$ cat src/rtl/tlc5940_gs_shifter_if.sv
// Frame-source side of the TLC5940 grayscale shifter: one word per lane per
// requested channel, valid/ready handshake, channel index supplied by the shifter.
interface tlc5940_gs_shifter_if #(
    parameter int LANES    = 13,
    parameter int GS_BITS  = 12,
    parameter int CHANNELS = 16
);
    logic [LANES*GS_BITS-1:0]     gs_data;
    logic                         gs_valid;
    logic                         gs_ready;
    logic [$clog2(CHANNELS)-1:0]  gs_channel;

    modport master (output gs_data, output gs_valid, input gs_ready, input gs_channel);
    modport slave  (input gs_data, input gs_valid, output gs_ready, output gs_channel);
endinterface

$ cat src/rtl/tlc5940_gs_shifter.sv
// TLC5940 daisy-chain driver: shifts one frame of grayscale words into all
// lanes in parallel, runs the free GS clock / BLANK window and issues XLAT
// inside BLANK once a complete frame is waiting.
//
// Shift FSM
//   state      | meaning
//   SH_IDLE    | between frames, channel index parked at 15
//   SH_LOAD    | gs_ready high, waiting for the next channel word
//   SH_SHIFT   | 12 bits x (A: data out, B: sclk high + shift)
//   SH_PENDING | whole frame shifted, waiting for the latch slot
// GS FSM
//   state      | meaning
//   GS_RUN     | gsclk toggling, 4096 GS clocks per period
//   GS_BLANK   | blank high for BLANK_CYCLES, latch slot at index 1
module tlc5940_gs_shifter #(
    parameter int LANES        = 13,
    parameter int CHANNELS     = 16,
    parameter int GS_BITS      = 12,
    parameter int BLANK_CYCLES = 4
) (
    input  logic                   clock,
    input  logic                   reset_n,
    tlc5940_gs_shifter_if.slave    gs_if,
    output logic                   led_sclk,
    output logic [LANES-1:0]       led_sin,
    output logic                   led_xlat,
    output logic                   led_blank,
    output logic                   led_gsclk,
    output logic                   led_mode,
    input  logic                   led_xerr,
    output logic                   frame_done,
    output logic                   xerr_seen
);
    localparam int CH_W   = $clog2(CHANNELS);
    localparam int BIT_W  = $clog2(GS_BITS);
    localparam int BIDX_W = $clog2(BLANK_CYCLES);

    typedef enum logic [1:0] {SH_IDLE, SH_LOAD, SH_SHIFT, SH_PENDING} sh_state_t;
    typedef enum logic {GS_RUN, GS_BLANK} gs_state_t;

    sh_state_t                       sh_state_q;
    logic                            ready_q;
    logic [CH_W-1:0]                 chan_q;
    logic [LANES-1:0][GS_BITS-1:0]   sr_q;
    logic [LANES-1:0]                sin_q;
    logic                            sclk_q;
    logic                            phase_q;
    logic [BIT_W-1:0]                bit_q;
    logic                            done_q;

    gs_state_t                       gs_state_q;
    logic [GS_BITS-1:0]              cnt_q;
    logic [BIDX_W-1:0]               bidx_q;
    logic                            gsclk_q;
    logic                            blank_q;
    logic                            xlat_q;
    logic                            xlat_d;

    logic                            xerr_meta_q;
    logic                            xerr_sync_q;
    logic                            xerr_seen_q;

    logic [LANES-1:0][GS_BITS-1:0]   word_in;

    assign word_in = gs_if.gs_data;

    // XLAT is armed only if the frame was already pending during BLANK index 0,
    // so a frame that completes exactly at the slot waits for the next BLANK.
    always_comb begin
        xlat_d = (gs_state_q == GS_BLANK) && (bidx_q == '0) && (sh_state_q == SH_PENDING);
    end

    // Shift FSM: word capture, two-cycle bit serialisation, wait for latch.
    always_ff @(posedge clock or negedge reset_n) begin
        if (!reset_n) begin
            sh_state_q <= SH_IDLE;
            ready_q    <= 1'b0;
            chan_q     <= CH_W'(CHANNELS-1);
            sr_q       <= '0;
            sin_q      <= '0;
            sclk_q     <= 1'b0;
            phase_q    <= 1'b0;
            bit_q      <= '0;
            done_q     <= 1'b0;
        end else begin
            done_q <= 1'b0;
            case (sh_state_q)
                SH_IDLE: begin
                    sh_state_q <= SH_LOAD;
                    ready_q    <= 1'b1;
                end
                SH_LOAD: begin
                    if (gs_if.gs_valid) begin
                        sr_q <= word_in;
                        for (int k = 0; k < LANES; k++) begin
                            sin_q[k] <= word_in[k][GS_BITS-1];
                        end
                        ready_q    <= 1'b0;
                        phase_q    <= 1'b0;
                        bit_q      <= BIT_W'(GS_BITS-1);
                        sh_state_q <= SH_SHIFT;
                    end
                end
                SH_SHIFT: begin
                    if (!phase_q) begin
                        sclk_q  <= 1'b1;
                        phase_q <= 1'b1;
                    end else begin
                        sclk_q  <= 1'b0;
                        phase_q <= 1'b0;
                        for (int k = 0; k < LANES; k++) begin
                            sr_q[k] <= {sr_q[k][GS_BITS-2:0], 1'b0};
                        end
                        if (bit_q == '0) begin
                            // last bit: sin holds its value until the next word arrives
                            chan_q <= (chan_q == '0) ? CH_W'(CHANNELS-1) : chan_q - 1'b1;
                            if (chan_q == '0) begin
                                sh_state_q <= SH_PENDING;
                            end else begin
                                sh_state_q <= SH_LOAD;
                                ready_q    <= 1'b1;
                            end
                        end else begin
                            bit_q <= bit_q - 1'b1;
                            for (int k = 0; k < LANES; k++) begin
                                sin_q[k] <= sr_q[k][GS_BITS-2];
                            end
                        end
                    end
                end
                SH_PENDING: begin
                    if (xlat_q) begin
                        sh_state_q <= SH_IDLE;
                        done_q     <= 1'b1;
                    end
                end
                default: sh_state_q <= SH_IDLE;
            endcase
        end
    end

    // GS FSM: free-running gsclk, BLANK window and the XLAT pulse.
    // cnt_q counts completed GS clock periods; the 4096th high phase ends RUN.
    always_ff @(posedge clock or negedge reset_n) begin
        if (!reset_n) begin
            gs_state_q <= GS_BLANK;
            cnt_q      <= '0;
            bidx_q     <= '0;
            gsclk_q    <= 1'b0;
            blank_q    <= 1'b1;
            xlat_q     <= 1'b0;
        end else begin
            xlat_q <= xlat_d;
            case (gs_state_q)
                GS_RUN: begin
                    if (!gsclk_q) begin
                        gsclk_q <= 1'b1;
                    end else begin
                        gsclk_q <= 1'b0;
                        if (cnt_q == '1) begin
                            gs_state_q <= GS_BLANK;
                            blank_q    <= 1'b1;
                            bidx_q     <= '0;
                            cnt_q      <= '0;
                        end else begin
                            cnt_q <= cnt_q + 1'b1;
                        end
                    end
                end
                GS_BLANK: begin
                    if (bidx_q == BIDX_W'(BLANK_CYCLES-1)) begin
                        gs_state_q <= GS_RUN;
                        blank_q    <= 1'b0;
                        cnt_q      <= '0;
                    end else begin
                        bidx_q <= bidx_q + 1'b1;
                    end
                end
                default: gs_state_q <= GS_BLANK;
            endcase
        end
    end

    // XERR is asynchronous open-drain: two-flop synchroniser and sticky flag.
    always_ff @(posedge clock or negedge reset_n) begin
        if (!reset_n) begin
            xerr_meta_q <= 1'b1;
            xerr_sync_q <= 1'b1;
            xerr_seen_q <= 1'b0;
        end else begin
            xerr_meta_q <= led_xerr;
            xerr_sync_q <= xerr_meta_q;
            if (!xerr_sync_q) begin
                xerr_seen_q <= 1'b1;
            end
        end
    end

    assign gs_if.gs_ready   = ready_q;
    assign gs_if.gs_channel = chan_q;
    assign led_sclk         = sclk_q;
    assign led_sin          = sin_q;
    assign led_xlat         = xlat_q;
    assign led_blank        = blank_q;
    assign led_gsclk        = gsclk_q;
    assign led_mode         = 1'b0;
    assign frame_done       = done_q;
    assign xerr_seen        = xerr_seen_q;
endmodule

$ cat src/flat_wrapper.sv
// flat-port wrapper written by rule: the top's interface ports become plain ports
module tlc5940_gs_shifter_flat 
#(
    parameter int LANES        = 13,
    parameter int CHANNELS     = 16,
    parameter int GS_BITS      = 12,
    parameter int BLANK_CYCLES = 4
)
  (clock, reset_n, led_sclk, led_sin, led_xlat, led_blank, led_gsclk, led_mode, led_xerr, frame_done, xerr_seen, gs_if_gs_data, gs_if_gs_valid, gs_if_gs_ready, gs_if_gs_channel);
  tlc5940_gs_shifter_if #(.LANES(LANES), .GS_BITS(GS_BITS), .CHANNELS(CHANNELS)) gs_if_i ();
  input  logic clock;
  input  logic reset_n;
  output logic led_sclk;
  output logic [LANES-1:0] led_sin;
  output logic led_xlat;
  output logic led_blank;
  output logic led_gsclk;
  output logic led_mode;
  input  logic led_xerr;
  output logic frame_done;
  output logic xerr_seen;
  input wire logic [$bits(gs_if_i.gs_data)-1:0] gs_if_gs_data;
  input wire logic [$bits(gs_if_i.gs_valid)-1:0] gs_if_gs_valid;
  output wire logic [$bits(gs_if_i.gs_ready)-1:0] gs_if_gs_ready;
  output wire logic [$bits(gs_if_i.gs_channel)-1:0] gs_if_gs_channel;
  assign gs_if_i.gs_data = gs_if_gs_data;
  assign gs_if_i.gs_valid = gs_if_gs_valid;
  assign gs_if_gs_ready = gs_if_i.gs_ready;
  assign gs_if_gs_channel = gs_if_i.gs_channel;
  tlc5940_gs_shifter #(.LANES(LANES), .CHANNELS(CHANNELS), .GS_BITS(GS_BITS), .BLANK_CYCLES(BLANK_CYCLES)) u_core (.clock(clock), .reset_n(reset_n), .gs_if(gs_if_i), .led_sclk(led_sclk), .led_sin(led_sin), .led_xlat(led_xlat), .led_blank(led_blank), .led_gsclk(led_gsclk), .led_mode(led_mode), .led_xerr(led_xerr), .frame_done(frame_done), .xerr_seen(xerr_seen));
endmodule
$ cat config.mk
export PLATFORM = sky130hd
export DESIGN_NAME = tlc5940_gs_shifter_flat
export DESIGN_NICKNAME = d
export VERILOG_FILES = /design/src/rtl/tlc5940_gs_shifter_if.sv /design/src/rtl/tlc5940_gs_shifter.sv /design/src/flat_wrapper.sv
export SDC_FILE = /design/constraint.sdc
export NUM_CORES = 1
export LEC_CHECK = 0
export ABC_AREA = 1
export CAP_MARGIN = 10
export CELL_PAD_IN_SITES_DETAIL_PLACEMENT = 0
export CELL_PAD_IN_SITES_GLOBAL_PLACEMENT = 2
export CORE_MARGIN = 2
export CORE_UTILIZATION = 32
export DETAILED_ROUTE_END_ITERATION = 16
export PLACE_DENSITY = 0.95
export SYNTH_ARGS = -nofsm -noshare
export SYNTH_HDL_FRONTEND = slang
export SYNTH_SLANG_ARGS = --single-unit
$ cat constraint.sdc
create_clock -name clock -period 2.4 [get_ports clock]
set_input_delay 0.48 -clock clock [delete_from_list [all_inputs] [get_ports clock]]
set_output_delay 0.48 -clock clock [all_outputs]
set_load 0.02 [all_outputs]
# After elaboration in Yosys (flattened, before gate mapping)
# Index checks and enable logic that the tools add are counted.
# Widths: inputs -> output; s select.
# word_totals
register_bits	191
in_bits	160
out_inout_bits	25
# classes
bitwise	1
n_addsub	4
eq_ne	15
n_mux	44
reduce_logical	17
# op_table
cell	count
$mux 155	2
$pmux 155 s2	1
$mux 13	3
$mux 12	3
$pmux 13 s2	1
$pmux 12 s2	1
$mux 2	8
$mux 4	4
$mux 1	14
$add 12x1->12 const B	1
$eq 12x12->1 const B	1
$reduce_and 3->1	4
$ne 2x1->1 const B	5
$ne 2x2->1 const B	5
$logic_not 4->1	2
$pmux 2 s4	1
$pmux 4 s2	1
$reduce_and 4->1	2
$sub 4x1->4 const B	2
$eq 2x2->1 const B	3
$pmux 1 s2	3
$reduce_and 5->1	1
$logic_not 2->1	2
$pmux 2 s2	1
8 further kinds	10

# Depth between registers and ports, before layout
# Gate-level depths: netlist of the first run.
# logic_depth
ltp_word	5
ltp_mapped	10
depth_no_buf	9

# Least setup slack after synthesis of the first run
# Ideal clock, no wire load.
# synth_path
path_kind	register to register
from	register u_core.chan_q[0] (netlist: u_core.gs_if.gs_channel[0])
to	register u_core.ready_q (netlist: u_core.gs_if.gs_ready)
period_less_slack_ps	1438
slack_ps	962
t_required_ps	2283
path_stages_with_launch	9
arrival_time_ps	1321
setup_ps	117
n_path_buf	0
cell_sequence	dfstp_2 inv_1 ha_1 inv_1 nor3_1 o21ai_0 nand2_1 nand2_1 nand2_1
# synth_between
elab_chain_len	3
# synth_rtl
element	line_no	rtl
start: declaration	tlc5940_gs_shifter.sv:43	logic [CH_W-1:0] chan_q;
start signal: assignment	tlc5940_gs_shifter.sv:78	chan_q <= CH_W'(CHANNELS-1);
start signal: assignment	tlc5940_gs_shifter.sv:116	chan_q <= (chan_q == '0) ? CH_W'(CHANNELS-1) : chan_q - 1'b1;
$logic_not 4->1	tlc5940_gs_shifter.sv:117	if (chan_q == '0) begin
$ne 2x2->1 (no source line)	-	
$reduce_and 5->1 (no source line)	-	
end signal: assignment	tlc5940_gs_shifter.sv:90	ready_q <= 1'b1;
end signal: assignment	tlc5940_gs_shifter.sv:98	ready_q <= 1'b0;
end signal: assignment	tlc5940_gs_shifter.sv:121	ready_q <= 1'b1;
end: declaration	tlc5940_gs_shifter.sv:42	logic ready_q;
# No other way between the ends.
# A chain may end at the register's enable or synchronous reset.

# Final worst setup path of the first run
# layout_path
from	register u_core.chan_q[3] (netlist: u_core.gs_if.gs_channel[3])
to	output gs_if_gs_channel[3]
# layout_lines
element	line_no	rtl
end: declaration	flat_wrapper.sv:25	output wire logic [$bits(gs_if_i.gs_channel)-1:0] gs_if_gs_channel;
# No word-level cell between the ends.

==> flow_summary.ini, run 1 <==
[route]
drt-total-wl_um = 22760
route.detailed.drc = 0
dr.pass1.iters = 5
wl_met3_um = 1035
num_vias = 7820
route.layer.met1.wl_um = 11240
wl_per_cell_um = 12.92
dr.max_layer_used = met4
met2_wirelength_um = 10340
viasPerCell = 4.438
ant_nets = 0
drtIter0Drc = 474

[synth]
postSynthCellCount = 1213
syn-num-nets = 1379
yosysWarnings = 0
synth_cell_type_count = 26
synth-seq-cells = 191
seq_area_frac_synth = 0.5084
synth_area_mm2 = 0.009422
syn_area_per_cell_um2 = 7.767

[timing]
hold_viol = 0
setup_viol = 0
rsz0062_at_grt = no
hold_ws_ns = 0.009030
tns_ns = 0
fmax_mhz = 474.8
drv_slew = 0
worst_clock_skew_ns = 0.01202
maxSlewHeadroom = 0.6020
worst_pin_slew_ns = 0.5970
period_needed_ns = 2.106
final.period_utilization = 0.8776

[clock_network]
post_cts_buffers = 0
clkLatencyLatePin_ns = 0.43
cts_tree = done
htreeDepth = 4
clkTransAtPathRegs_ns = 0.08
clk_path_buf_depth = 2
cts-root-buf = clkbuf_16
cts_buffers = 17
cts_hold_buf = 0
clock-sinks = 191
post_cts_resized = 0

[finish]
layout_commonest_cell = nand2_1
area_growth_pct = 28.19
finalNetCount = 1530
post-route-util = 0.4185
mostFrequentLayoutCells = 380 x nand2_1, 183 x dfrtp_1, 182 x clkdlybuf4s50_1
layout-drive-gt1-share = 0.05011
stdcell_count = 1762

[placement]
place.port_buffers = 183
place_congestion = 0.7714
dp.cells = 1729
dpl.hpwl_um = 15770

[run]
cap_violations = 0

[pwr]
ir_drop_mv = 0.4430
p_per_area_mw_per_mm2 = 538.5
cellLeakagePower_nw = 6.034

[floorplanning]
start_util = 0.3265
boundaryPins = 185
die_h_um = 175.6
die_area_mm2 = 0.03083
num_rows = 62
die-width_um = 175.6
core_area_mm2 = 0.02886

[critical_path]
crit_arrival_ns = 1.63
crit_required_ns = 1.92
cp_slowest_cell = clkdlybuf4s50_1
end_kind = output pin
critPathMaxStageDelay_ns = 0.62
startpoint_type = register
crit_path_cell_trace = clkdlybuf4s50_1
cp_top_family = buffers and inverters
worstSetupPathType = reg -> out
path_buf_inv = 1
cp_max_fo = 4

[global_routing]
grt_pass1_wl_um = 38180
grt_antenna_before_repair = 1
grt_overflow = 0
grt_max_degree = 153
grt_pass1_vias = 7523
grt_usage = 0.1538

[hold_path]
hp-class = in -> async

[run_status]
outcome = complete, no violations
per-layer routing:
layer / track usage / vias to the layer above
li1: - / 4101
met1: 0.2182 / 3547
met2: 0.2448 / 162
met3: 0.02835 / 10
met4: 0.03547 / 0
met5: 0 / -
registers in the layout (all words and copies together), names as in the netlist, 2 cells and up:
name,flops
u_core.sh_state_q,2
u_core.gs_if.gs_channel,4
u_core.led_sin,13
u_core.cnt_q,12
u_core.bit_q,4
u_core.bidx_q,2
u_core.sr_q,143
worst paths after layout:
| kind | from | end | slack (ns) | depth (start not counted) |
|---|---|---|---|---|
| hold reg to reg | u_core.xerr_meta_q | u_core.xerr_sync_q | 0.36 | 0 |
| max in group asynchronous | reset_n | u_core.sr_q[113] | 1.65 | 2 |
| min in group clock | u_core.xerr_meta_q | u_core.xerr_sync_q | 0.36 | 0 |
| setup / recovery | u_core.gs_if.gs_channel[3] | gs_if_gs_channel[3] | 0.29 | 1 |
| setup reg to reg | u_core.sh_state_q[0] | u_core.sr_q[130] | 0.52 | 6 |
| hold / removal | reset_n | u_core.sr_q[13] | 0.009 | 1 |
report_power, final:
part           internal [W]  switching [W]  total [W]
Combinational      0.000284       0.000185   0.000469
Clock               0.00141        0.00141    0.00282
Sequential          0.00322    0.000000427    0.00322
Total               0.00491        0.00159    0.00650
cells by family after synthesis:
logic type,synth area share
buffers and inverters,0.1259
DFF,0.5084
AOI/OAI and AO/OA,0.1632
and+or+nand+nor,0.1886
xor gates and xnor gates,0.005578
adders and majority gates,0.007968
other,0.0003980
area by class of cell:
class / count / area, um^2
diodes: 1 / 2.502
clock buffers: 18 / 429.2
clock inverters: 14 / 165.2
fillers: 2968 / 16780
inverters: 181 / 686.9
multi-input cells: 772 / 3453
flip-flops and latches: 191 / 4790
well taps: 384 / 480.5
repair buffers: 201 / 2071
synth_stat cells, drive strengths merged:
library cell  count  area [um^2]
nand3b            2        15.01
o21ai           303         1516
a21oi             3        15.01
dfstp             8        210.2
dfrtp           183         4579
xnor2             2        17.52
a31oi             1        6.260
nor2             33        141.4
buf              61        476.7
nand4             5        31.28
ha                6        75.07
or2               1        6.260
nor3              2        10.01
nand3            26        130.1
xor2              4        35.03
nand2           383         1443
clkbuf            8        30.03
conb              1        3.750
inv             181        679.4
through the flow:
stage	setup slack [ns]	power, W	area (um^2)
floorplan	0.9621	0.003381	9422
global route	0.2382	0.006802	12080
finish	0.2937	0.006504	12080
detailed placement	0.3894	0.003762	11480
CTS	0.2624	0.006634	12080
global placement	0.4059	0.003767	11480
No activity file was read; power rests on OpenSTA's default activity.
==> run 2: changes to the inputs <==
--- a/config.mk
+++ b/config.mk
@@ -10,8 +10,9 @@
 export CELL_PAD_IN_SITES_DETAIL_PLACEMENT = 0
 export CELL_PAD_IN_SITES_GLOBAL_PLACEMENT = 2
 export CORE_MARGIN = 2
-export CORE_UTILIZATION = 32
+export CORE_UTILIZATION = 39
 export DETAILED_ROUTE_END_ITERATION = 16
+export DONT_BUFFER_PORTS = 1
 export PLACE_DENSITY = 0.95
 export SYNTH_ARGS = -nofsm -noshare
 export SYNTH_HDL_FRONTEND = slang
==> constraint.sdc (replaced) <==
create_clock -name clock -period 2.4 [get_ports clock]
set_input_delay 0.48 -clock clock [delete_from_list [all_inputs] [get_ports clock]]
set_output_delay 0.48 -clock clock [all_outputs]
set_load 0.005 [all_outputs]
==> run 2 against run 1 <==
Effect of this change: the run now ends with negative hold slack left; global-route usage rose by 1.4 points; sequential cell count did not move; power fell by 3.8%; fmax rose by 13%; register-to-register slack improved by 0.02 ns; via count fell by 8.5%; non-clock buffer count fell by 191; hold slack got worse by 0.25 ns; critical endpoint is now u_core.sr_q[37]; largest cell class unchanged; highest routed layer unchanged.
==> flow_summary.ini, run 2 (synthesis results as in run 1) <==
[run_status]
outcome = complete, but fails checks
violations = negative hold slack

[critical_path]
r2r_start = u_core.sh_state_q[0]
cp_max_fo = 59
crit_required_ns = 2.75
end_kind = register
critPathMaxStageDelay_ns = 0.46
worstSetupPathType = reg -> reg
path_buf_inv = 3
crit_top_cell = nand2_1
startpoint_type = register
cp_slowest_cell = dfrtp_1
crit_path_cell_trace = inv_2, nand2_4, nand2_1, nand2_2, inv_8, buf_4, nand2_1, o21ai_1
crit_arrival_ns = 2.21
r2r_slack_ns = 0.54
r2r_end = u_core.sr_q[37]
cp_top_family = buffers and inverters
r2r_cells = 8

[finish]
stdcell_count = 1505
layout-drive-gt1-share = 0.04890
finalNetCount = 1339
largest_reg_flops = 143
mostFrequentLayoutCells = 380 x nand2_1, 183 x dfrtp_1, 177 x inv_1
n_antenna_cell = 0
layout_commonest_cell = nand2_1
fillerInstances = 2479
post-route-util = 0.4267
multi_input_area_mm2 = 0.003453
stdcell_area_mm2 = 0.01008
largest_register = u_core.sr_q
regArea_mm2 = 0.004790
area_growth_pct = 6.945

[floorplanning]
num_rows = 56
boundaryPins = 185
die_area_mm2 = 0.02542
die-width_um = 159.4
die_h_um = 159.4
core_area_mm2 = 0.02361
start_util = 0.3990

[pwr]
cellLeakagePower_nw = 5.275
p_per_area_mw_per_mm2 = 621.2
ir_drop_mv = 0.3250
total_power_w = 0.006259

[timing]
worst_clock_skew_ns = 0.007624
worst_pin_slew_ns = 0.5847
rsz0062_at_grt = no
hold_viol = 185
final.period_utilization = 0.7748
maxSlewHeadroom = 0.6102
hold_ws_ns = -0.2376
drv_slew = 0
tns_ns = 0
setup_viol = 0
period_needed_ns = 1.860
fmax_mhz = 537.8

[global_routing]
grt_pass1_wl_um = 34580
grt_overflow = 0
grt_usage = 0.1679
grt_pass1_vias = 6791
grt_max_degree = 192
grt_antenna_before_repair = 0

[clock_network]
post_cts_resized = 0
clk_path_buf_depth = 2
clock-sinks = 191
post_cts_buffers = 0
clkLatencyLatePin_ns = 0.42
cts_buffers = 17
cts_tree = done
cts-root-buf = clkbuf_16
htreeDepth = 4
clkTransAtPathRegs_ns = 0.07

[route]
route.detailed.drc = 0
drt-total-wl_um = 21060
num_vias = 7158
wl_per_cell_um = 13.99
drtIter0Drc = 450
dr.pass1.iters = 4
viasPerCell = 4.756
ant_nets = 0

[placement]
place.port_buffers = 0
dp.cells = 1473
dpl.hpwl_um = 13830
place_congestion = 0.7725
placed_area_mm2 = 0.009479

[hold_path]
hp-class = in -> async

[run]
cap_violations = 0
-- run 2: cell types whose count changed in the layout (fill, tap and decap cells not counted), sizes merged --
cell,change
bufinv,+3
clkbuf,+1
clkinv,-4
buf,-8
clkdlybuf4s50,-182
inv,-4
diode,-1
clkinvlp,+3
-- run 2: power by group --
part	total, W	switching [W]	leakage [nW]	internal [W]
logic	0.000112	0.0000603	3.15	0.0000519
clock network	0.00293	0.00127	0.283	0.00166
registers	0.00322	0.000000503	1.84	0.00322
total	0.00626	0.00133	5.27	0.00493
-- run 2: final cells by class --
| type | instances | share of cell area |
|---|---|---|
| sequential | 191 | 0.4754 |
| multi-input combinational | 772 | 0.3427 |
| inverter | 181 | 0.06817 |
| clock buffer | 20 | 0.04334 |
| tap | 319 | 0.03961 |
| clock inverter | 12 | 0.01589 |
| timing repair buffer | 10 | 0.01490 |
-- run 2: metrics by stage --
| stage | hold WS, ns | worst slack [ns] |
|---|---|---|
| 2_1_floorplan | 0.1844 | 1.003 |
| 3_3_place_gp | 0.1939 | 0.5918 |
| 6_report | -0.2376 | 0.5404 |
| 3_5_place_dp | 0.1929 | 0.5457 |
| 4_1_cts | -0.2724 | 0.5190 |
| 5_1_grt | -0.2729 | 0.3586 |
-- run 2: worst max path at each step --
| stage | startpoint | cells after the start | slack, ns | to |
|---|---|---|---|---|
| after global routing | u_core.sh_state_q[0] | 8 | 0.36 | u_core.sr_q[25] |
| after floorplan | u_core.sh_state_q[0] | 9 | 1.00 | u_core.sr_q[67] |
| after detailed placement | u_core.sh_state_q[0] | 8 | 0.55 | u_core.sr_q[32] |
| final | u_core.sh_state_q[0] | 8 | 0.54 | u_core.sr_q[37] |
| after global placement | u_core.sh_state_q[0] | 8 | 0.59 | u_core.sr_q[27] |
| after CTS | u_core.sh_state_q[0] | 8 | 0.52 | u_core.sr_q[27] |
-- run 2: per-layer routing --
layer | vias up | part of all wire | wire length, um | track usage
met1 | 3292 | 0.50 | 10470 | 0.2381
met5 | - | 0 | 0 | 0
met4 | 0 | 0.010 | 217 | 0.04752
met3 | 14 | 0.050 | 1049 | 0.04116
li1 | 3698 | - | - | -
met2 | 154 | 0.44 | 9322 | 0.2557
-- run 2: worst reg2reg max path: cells and delay by family (launching register included) --
| kind | cells | cell delay (ns) |
|---|---|---|
| flops | 1 | 0.46 |
| simple gates | 4 | 0.43 |
| buf+inv | 3 | 0.81 |
| compound gates | 1 | 0.08 |
